===== src/rtl/hazard_stall_ctrl_if.sv =====
// Hazard controller bus: D-stage operand info, E/M producer info, MDU start
// controls, and the stall / MDU status returned by the controller.
// The controller connects through the slave modport; the pipeline side uses master.
interface hazard_stall_ctrl_if;
   logic [4:0]  D_rs;
   logic [4:0]  D_rt;
   logic [1:0]  D_rs_tuse;
   logic [1:0]  D_rt_tuse;
   logic        D_is_md;
   logic [4:0]  E_writeReg;
   logic [1:0]  E_tnew;
   logic [4:0]  M_writeReg;
   logic [1:0]  M_tnew;
   logic        E_md_start;
   logic        E_md_op;
   logic        F_stall;
   logic        D_stall;
   logic        E_flush;
   logic        md_busy;
   logic [3:0]  md_cnt;
   logic        md_done;
   logic [31:0] stall_cycles;

   modport master (
      output D_rs, D_rt, D_rs_tuse, D_rt_tuse, D_is_md,
      output E_writeReg, E_tnew, M_writeReg, M_tnew,
      output E_md_start, E_md_op,
      input  F_stall, D_stall, E_flush, md_busy, md_cnt, md_done, stall_cycles
   );

   modport slave (
      input  D_rs, D_rt, D_rs_tuse, D_rt_tuse, D_is_md,
      input  E_writeReg, E_tnew, M_writeReg, M_tnew,
      input  E_md_start, E_md_op,
      output F_stall, D_stall, E_flush, md_busy, md_cnt, md_done, stall_cycles
   );
endinterface


===== src/rtl/hazard_stall_ctrl.sv =====
// Central stall/flush scheduler for the 5-stage pipeline.
// Tuse/Tnew data-hazard detection against E and M producers, plus a busy
// counter for the multi-cycle multiply/divide unit.
// Optional macro HAZ_STATS_EN builds a saturating 32-bit stall-cycle counter;
// without it stall_cycles is tied to zero.
module hazard_stall_ctrl #(
   parameter int MULT_CYCLES = 5,
   parameter int DIV_CYCLES  = 10
) (
   input  logic                 clk,
   input  logic                 reset,
   hazard_stall_ctrl_if.slave   bus
);

   // md_cnt is only 4 bits wide, so longer latencies cannot be represented.
   if (MULT_CYCLES < 1 || MULT_CYCLES > 15 || DIV_CYCLES < 1 || DIV_CYCLES > 15) begin : g_cycles_check
      $error("hazard_stall_ctrl: MULT_CYCLES and DIV_CYCLES must be in 1..15");
   end

   logic       rs_stall;
   logic       rt_stall;
   logic       md_stall;
   logic       stall;
   logic [3:0] md_cnt;
   logic       md_busy;
   logic       md_done;

   // A source stalls when a producer with the same register will not be ready in time.
   function automatic logic src_hazard(
      input logic [4:0] src,
      input logic [1:0] tuse,
      input logic [4:0] e_reg,
      input logic [1:0] e_tnew,
      input logic [4:0] m_reg,
      input logic [1:0] m_tnew
   );
      return (src != 5'd0) &&
             (((e_reg == src) && (e_tnew > tuse)) ||
              ((m_reg == src) && (m_tnew > tuse)));
   endfunction

   // Increment that holds at all-ones instead of wrapping.
   function automatic logic [31:0] sat_inc(input logic [31:0] val);
      return (val == 32'hFFFF_FFFF) ? val : val + 32'd1;
   endfunction

   // Zero-latency stall decision from the current D/E/M state.
   always_comb begin
      rs_stall = src_hazard(bus.D_rs, bus.D_rs_tuse, bus.E_writeReg, bus.E_tnew,
                            bus.M_writeReg, bus.M_tnew);
      rt_stall = src_hazard(bus.D_rt, bus.D_rt_tuse, bus.E_writeReg, bus.E_tnew,
                            bus.M_writeReg, bus.M_tnew);
      md_stall = bus.D_is_md & (md_busy | bus.E_md_start);
      stall    = rs_stall | rt_stall | md_stall;
   end

   assign md_busy = (md_cnt != 4'd0);

   // MDU busy counter: loads on an accepted start, counts down to zero otherwise.
   // A start while busy is ignored; the pipeline never issues one because md_stall blocks it.
   always_ff @(posedge clk) begin
      if (reset) begin
         md_cnt  <= 4'd0;
         md_done <= 1'b0;
      end else begin
         if (bus.E_md_start && !md_busy) begin
            md_cnt <= bus.E_md_op ? 4'(DIV_CYCLES) : 4'(MULT_CYCLES);
         end else if (md_busy) begin
            md_cnt <= md_cnt - 4'd1;
         end
         md_done <= (md_cnt == 4'd1);
      end
   end

`ifdef HAZ_STATS_EN
   logic [31:0] stall_cycles;

   // Count stalled cycles, saturating at all-ones.
   always_ff @(posedge clk) begin
      if (reset) begin
         stall_cycles <= 32'd0;
      end else if (stall) begin
         stall_cycles <= sat_inc(stall_cycles);
      end
   end

   assign bus.stall_cycles = stall_cycles;
`else
   assign bus.stall_cycles = 32'd0;
`endif

   assign bus.F_stall = stall;
   assign bus.D_stall = stall;
   assign bus.E_flush = stall;
   assign bus.md_busy = md_busy;
   assign bus.md_cnt  = md_cnt;
   assign bus.md_done = md_done;

endmodule


===== src/flat_wrapper.sv =====
// flat-port wrapper written by rule: the top's interface ports become plain ports
module hazard_stall_ctrl_flat 
#(
   parameter int MULT_CYCLES = 5,
   parameter int DIV_CYCLES  = 10
)
  (clk, reset, bus_D_rs, bus_D_rt, bus_D_rs_tuse, bus_D_rt_tuse, bus_D_is_md, bus_E_writeReg, bus_E_tnew, bus_M_writeReg, bus_M_tnew, bus_E_md_start, bus_E_md_op, bus_F_stall, bus_D_stall, bus_E_flush, bus_md_busy, bus_md_cnt, bus_md_done, bus_stall_cycles);
  hazard_stall_ctrl_if bus_i ();
  input  logic clk;
  input  logic reset;
  input wire logic [$bits(bus_i.D_rs)-1:0] bus_D_rs;
  input wire logic [$bits(bus_i.D_rt)-1:0] bus_D_rt;
  input wire logic [$bits(bus_i.D_rs_tuse)-1:0] bus_D_rs_tuse;
  input wire logic [$bits(bus_i.D_rt_tuse)-1:0] bus_D_rt_tuse;
  input wire logic [$bits(bus_i.D_is_md)-1:0] bus_D_is_md;
  input wire logic [$bits(bus_i.E_writeReg)-1:0] bus_E_writeReg;
  input wire logic [$bits(bus_i.E_tnew)-1:0] bus_E_tnew;
  input wire logic [$bits(bus_i.M_writeReg)-1:0] bus_M_writeReg;
  input wire logic [$bits(bus_i.M_tnew)-1:0] bus_M_tnew;
  input wire logic [$bits(bus_i.E_md_start)-1:0] bus_E_md_start;
  input wire logic [$bits(bus_i.E_md_op)-1:0] bus_E_md_op;
  output wire logic [$bits(bus_i.F_stall)-1:0] bus_F_stall;
  output wire logic [$bits(bus_i.D_stall)-1:0] bus_D_stall;
  output wire logic [$bits(bus_i.E_flush)-1:0] bus_E_flush;
  output wire logic [$bits(bus_i.md_busy)-1:0] bus_md_busy;
  output wire logic [$bits(bus_i.md_cnt)-1:0] bus_md_cnt;
  output wire logic [$bits(bus_i.md_done)-1:0] bus_md_done;
  output wire logic [$bits(bus_i.stall_cycles)-1:0] bus_stall_cycles;
  assign bus_i.D_rs = bus_D_rs;
  assign bus_i.D_rt = bus_D_rt;
  assign bus_i.D_rs_tuse = bus_D_rs_tuse;
  assign bus_i.D_rt_tuse = bus_D_rt_tuse;
  assign bus_i.D_is_md = bus_D_is_md;
  assign bus_i.E_writeReg = bus_E_writeReg;
  assign bus_i.E_tnew = bus_E_tnew;
  assign bus_i.M_writeReg = bus_M_writeReg;
  assign bus_i.M_tnew = bus_M_tnew;
  assign bus_i.E_md_start = bus_E_md_start;
  assign bus_i.E_md_op = bus_E_md_op;
  assign bus_F_stall = bus_i.F_stall;
  assign bus_D_stall = bus_i.D_stall;
  assign bus_E_flush = bus_i.E_flush;
  assign bus_md_busy = bus_i.md_busy;
  assign bus_md_cnt = bus_i.md_cnt;
  assign bus_md_done = bus_i.md_done;
  assign bus_stall_cycles = bus_i.stall_cycles;
  hazard_stall_ctrl #(.MULT_CYCLES(MULT_CYCLES), .DIV_CYCLES(DIV_CYCLES)) u_core (.clk(clk), .reset(reset), .bus(bus_i));
endmodule

===== config.mk =====
export PLATFORM = sky130hd
export DESIGN_NAME = hazard_stall_ctrl_flat
export DESIGN_NICKNAME = d
export VERILOG_FILES = /design/src/rtl/hazard_stall_ctrl_if.sv /design/src/rtl/hazard_stall_ctrl.sv /design/src/flat_wrapper.sv
export SDC_FILE = /design/constraint.sdc
export NUM_CORES = 1
export LEC_CHECK = 0
export BUFFER_PORTS_ARGS = -buffer_cell sky130_fd_sc_hd__buf_2
export CAP_MARGIN = 25
export CORE_MARGIN = 4
export CORE_UTILIZATION = 36
export DETAILED_ROUTE_END_ITERATION = 10
export PLACE_DENSITY_LB_ADDON = 0.2
export SYNTH_ARGS = -nofsm -noshare
export SYNTH_HDL_FRONTEND = slang
export SYNTH_SLANG_ARGS = --single-unit

===== constraint.sdc =====
create_clock -name clk -period 1.8 [get_ports clk]
set_clock_uncertainty 0.2 [all_clocks]
set_input_delay 0.36 -clock clk [delete_from_list [all_inputs] [get_ports clk]]
set_output_delay 0.36 -clock clk [all_outputs]
set_load 0.05 [all_outputs]

==> results of run 1 <==
[sequential cells by signal (all words and copies together) (netlist names)]
signal / flops
u_core.bus.md_cnt: 4
u_core.bus.md_done: 1
[per-layer routing]
| metal | track usage | vias up |
|---|---|---|
| met5 | 0 | - |
| li1 | - | 458 |
| met2 | 0.217 | 52 |
| met1 | 0.158 | 376 |
| met3 | 0.0196 | 4 |
| met4 | 0.0583 | 0 |
[placed cells by master, fill, tap and decap left out, drive strengths merged, types with 2 or more instances in the layout]
cell,synthesis,final
nand3,3,3
a21oi,7,7
dfxtp,5,5
inv,10,9
o21ai,3,3
ha,11,11
o22ai,2,2
or4,2,2
nor4,3,3
xnor2,13,13
xor2,8,8
clkbuf,0,4
nand4,3,3
nor2,4,4
nand2,4,4
conb,1,32
buf,35,54
[critical path: stages]
cell and delay (ps):
buf_8 100, inv_6 60, ha_4 200, nand2_2 70
nand4_1 150, nor4_2 290, o22ai_2 130, nand3_4 130
buf_8 160
[where the power goes]
group	total (mW)	switching (mW)	internal, mW
clock	0.130	0.0459	0.0838
combinational	1.12	0.721	0.401
sequential	0.217	0.0454	0.171
[worst min-delay path by stage]
| stage | start | to | slack [ps] | cells after the start |
|---|---|---|---|---|
| 6_report | reset | u_core.bus.md_cnt[3]$_SDFFE_PP0P_ | 150 | 2 |
| 5_1_grt | reset | u_core.bus.md_cnt[3]$_SDFFE_PP0P_ | 140 | 2 |
| 4_1_cts | reset | u_core.bus.md_cnt[3]$_SDFFE_PP0P_ | 140 | 2 |
| 3_5_place_dp | u_core.bus.md_cnt[3]$_SDFFE_PP0P_ | u_core.bus.md_done$_SDFF_PP0_ | 250 | 1 |
| 3_3_place_gp | u_core.bus.md_cnt[3]$_SDFFE_PP0P_ | u_core.bus.md_done$_SDFF_PP0_ | 240 | 1 |
| 2_1_floorplan | reset | u_core.bus.md_cnt[3]$_SDFFE_PP0P_ | 220 | 1 |
[final cells by class]
type	count	share of cell area
inverter	10	0.0380
timing repair buffer	54	0.261
sequential	5	0.0777
multi-input combinational	104	0.578
tap	30	0.0265
clock buffer	4	0.0186
[logic make-up (layout without fill, tap and decap cells)]
family,after synthesis,after routing,share of synthesized area
buf+inv,45,68,0.312
flops,5,5,0.105
other cells,1,32,0.00393
fa+ha+maj,11,11,0.144
simple gates,25,25,0.143
xor+xnor,21,21,0.193
compound gates,15,15,0.0984
[timing repair]
item                       in CTS  in global routing
resized for setup              19                 23
setup endpoints to repair       4                  4
pin swaps                       9                 11
buffers inserted                1                  0
==> results_dict.tcl, run 1 <==
set metrics [dict create \
    outcome "complete, but fails checks" \
    violations "setup timing" \
    syn_to_final_growth_pct 48.6 \
    drive_gt1_frac 0.492 \
    fp-row-count 18 \
    drc 0 \
    cp-start-kind "input port" \
    core-area_um2 2500 \
    seq_area_um2 110 \
    antenna_left 0 \
    ys_warn_count 0 \
    synthArstFlopShare 0 \
    yosys.area.top_type "buf_4" \
    fin_ws_ps -410 \
    synth_cell_type_count 26 \
    power_mw 1.47 \
    tns_ps -1230 \
    met1Wirelength_um 935 \
    cp.required_ps 1240 \
    fin_hold_ws_ps 148 \
    multi_input_area_um2 818 \
    syn_inst 123 \
    antenna_found_initial 0 \
    final_core_util 0.567 \
    grt_start_max_net_pins 8 \
    grt_pass1_vias 857 \
    fin_area_um2 1420 \
    leakagePower_nw 0.664 \
    vias_per_cell 4.30 \
    r2r_cells 5 \
    die_y_um 59.5 \
    hold_path.class "input port to register" \
    cts.sinks 5 \
    finalCritPeriodShare 1.23 \
    nNetsFinal 222 \
    ys_seq_area_frac 0.105 \
    synth_area_um2 953 \
    drv_cap 0 \
    ys_ff_latch 5 \
    period_minus_slack_ps 2210 \
    synth_commonest_cells "buf_4 (34), xnor2_1 (13), ha_1 (11)" \
    post_drt_wl_per_cell_um 11.3 \
    syn_area_per_cell_um2 7.75 \
    rsz0062_at_grt "true" \
    worstSetupEndpoint "bus_D_stall" \
    r2r_slack_ps 340 \
    wl_met2_mm 1.14 \
    critPathLaunch "bus_D_rs_tuse[1]" \
    fill_cells 246 \
    grt_pass1_wl_mm 3.45 \
    yosysMostFrequentCell "buf_4" \
    fmax_mhz 453 \
    final_max_slew_viol_count 0 \
    die_area_um2 3540 \
    pre_cts_ws_ps -579 \
    irDropWorstVdd_v 0.000890 \
    htreeDepth 1 \
    r2r-start "u_core.bus.md_cnt[1]$_SDFFE_PP0P_" \
    crit_arrival_ps 1650 \
    synth_ff_type "dfxtp_1" \
    clockBufferDepth 2 \
    grtUsageTotal 0.128 \
    num_antenna_cells 0 \
    synth_edf_count 0 \
    routabilityCongestion 0.779 \
    numCtsBuffers 3 \
    io_pins 74 \
    port_buffers 41 \
    routed-wl-met3_um 237 \
    highest_layer "met4" \
    clock_tree.root_cell "clkbuf_4" \
    start_util 0.381 \
    critPathKind "input port to primary output" \
    drt_iter0_drc 11 \
    finalSetupViolations 3 \
    cp_max_fo 3 \
    dpl.hpwl_mm 1.98 \
    instances_no_fill 207 \
    synth.area.top_cells "buf_4 (27%), ha_1 (14%), xnor2_1 (12%)" \
    clk_pin_slew_worst_paths_ps 50 \
    place_area_um2 1190 \
    dp.cells 202 \
    r2r_end "u_core.bus.md_cnt[3]$_SDFFE_PP0P_" \
    drt-total-wl_mm 2.34 \
    hold_viol_final 0 \
    clkLatencyLatePin_ps 240 \
    crit_path_end_kind "primary output" \
    synth.top_cell.area_share 0.268 \
    vias 890 \
    die_width_um 59.5 \
    grt_overflow 0 \
    p_per_area_nw_per_um2 1040 \
    hold_buffers 0 \
    tritoncts "yes" \
    firstDrtPassIters 4 \
]
Power figures use the tool's default switching activity.
==> run 2, diff against run 1 <==
Clock period 1.8 ns to 2 ns, I/O delays scaled along.
==> results_dict.tcl, run 2 (synthesized netlist as in run 1, its figures left out) <==
set metrics [dict create \
    vias 922 \
    vias_per_cell 4.56 \
    outcome "complete, but fails checks" \
    port_buffers 41 \
    antenna_found_initial 0 \
    die_y_um 59.5 \
    fin_ws_ps -311 \
    hold_path.class "input port to register" \
    die_width_um 59.5 \
    grtUsageTotal 0.123 \
    drt_iter0_drc 15 \
    post_drt_wl_per_cell_um 12.0 \
    irDropWorstVdd_v 0.000818 \
    nNetsFinal 217 \
    rsz0062_at_grt "true" \
    fp-row-count 18 \
    htreeDepth 1 \
    tns_ps -932 \
    dpl.hpwl_mm 1.92 \
    critPathLaunch "bus_M_tnew[1]" \
    r2r-start "u_core.bus.md_cnt[0]$_SDFFE_PP0P_" \
    largest_register_ff_count 4 \
    clkLatencyLatePin_ps 240 \
    routabilityCongestion 0.870 \
    drt-total-wl_mm 2.42 \
    final_max_slew_viol_count 0 \
    grt_pass1_wl_mm 3.36 \
    r2r_slack_ps 640 \
    start_util 0.381 \
    reg_top3 "u_core.bus.md_cnt x4, u_core.bus.md_done x1" \
    numCtsBuffers 3 \
    grt_start_max_net_pins 9 \
    core-area_um2 2500 \
    hold_viol_final 0 \
    drc 0 \
    grt_pass1_vias 846 \
    period_minus_slack_ps 2310 \
    clockBufferDepth 2 \
    io_pins 74 \
    firstDrtPassIters 4 \
    p_per_area_nw_per_um2 902 \
    hold_path_depth 2 \
    crit_arrival_ps 1710 \
    critPathKind "input port to primary output" \
    antenna_left 0 \
    r2r_cells 5 \
    finalSetupViolations 3 \
    die_area_um2 3540 \
    violations "setup timing" \
    hold_path_end "u_core.bus.md_cnt[2]$_SDFFE_PP0P_" \
    fin_hold_ws_ps 185 \
    cts.sinks 5 \
    leakagePower_nw 0.643 \
    cp_max_fo 3 \
    drive_gt1_frac 0.465 \
    crit_path_end_kind "primary output" \
    clock_tree.root_cell "clkbuf_4" \
    grt_overflow 0 \
    hold_path_startpoint "reset" \
    finalCritPeriodShare 1.16 \
    cp-start-kind "input port" \
    final_core_util 0.555 \
    fmax_mhz 433 \
    tritoncts "yes" \
    r2r_end "u_core.bus.md_cnt[0]$_SDFFE_PP0P_" \
    syn_to_final_growth_pct 45.4 \
    num_antenna_cells 0 \
    cp.required_ps 1400 \
    drv_cap 0 \
    regMostFlops "u_core.bus.md_cnt" \
    layout_common_cells "conb_1 (32), buf_2 (32), xnor2_1 (13)" \
    clk_pin_slew_worst_paths_ps 50 \
]
[run 2: timing repair]
action,4_1_cts,5_1_grt
endpoints found under the setup margin,3,3
hold endpoints to repair,0,0
cloned,0,0
pin swaps,9,12
hold buffers,0,0
setup buffers,1,0
gates resized for setup,17,24
[run 2: worst max-delay path, cell delays in order]
cell,delay [ps]
buf_4,140
ha_4,220
nand2_2,50
nand4_1,110
nor4_2,330
o22ai_2,160
nand3_4,150
buf_8,160
[run 2: stage by stage]
stage | instance area [um2] | power (mW) | instances | setup slack [ps]
2_1_floorplan | 1140 | 0.986 | 154 | -379
3_3_place_gp | 1150 | 1.04 | 197 | -452
3_5_place_dp | 1150 | 1.05 | 197 | -470
4_1_cts | 1260 | 1.22 | 202 | -324
5_1_grt | 1390 | 1.34 | 202 | -406
6_report | 1390 | 1.25 | 202 | -311
[run 2: final cells by class]
cell class	count	area, um2
clock buffers	4	26.3
multi-input cells	104	818
fillers	231	1110
well taps	30	37.5
repair buffers	49	333
inverters	10	61.3
flip-flops and latches	5	110
[run 2: how the worst max path moves through the flow]
stage,end
2_1_floorplan,bus_E_flush
3_3_place_gp,bus_D_stall
3_5_place_dp,bus_F_stall
4_1_cts,bus_F_stall
5_1_grt,bus_F_stall
6_report,bus_F_stall
[run 2: routing by layer]
layer  track usage  wire (um)  vias up
met4        0.0680         47        0
li1              -          -      449
met3        0.0153        243        6
met5             0          0        -
met2         0.206       1160       60
met1         0.150        975      407
[run 2: where the power goes]
group	total, mW	leakage, nW	switching, mW	internal, mW
Clock	0.119	0.0150	0.0435	0.0755
Sequential	0.198	0.0432	0.0438	0.154
Combinational	0.933	0.585	0.637	0.296
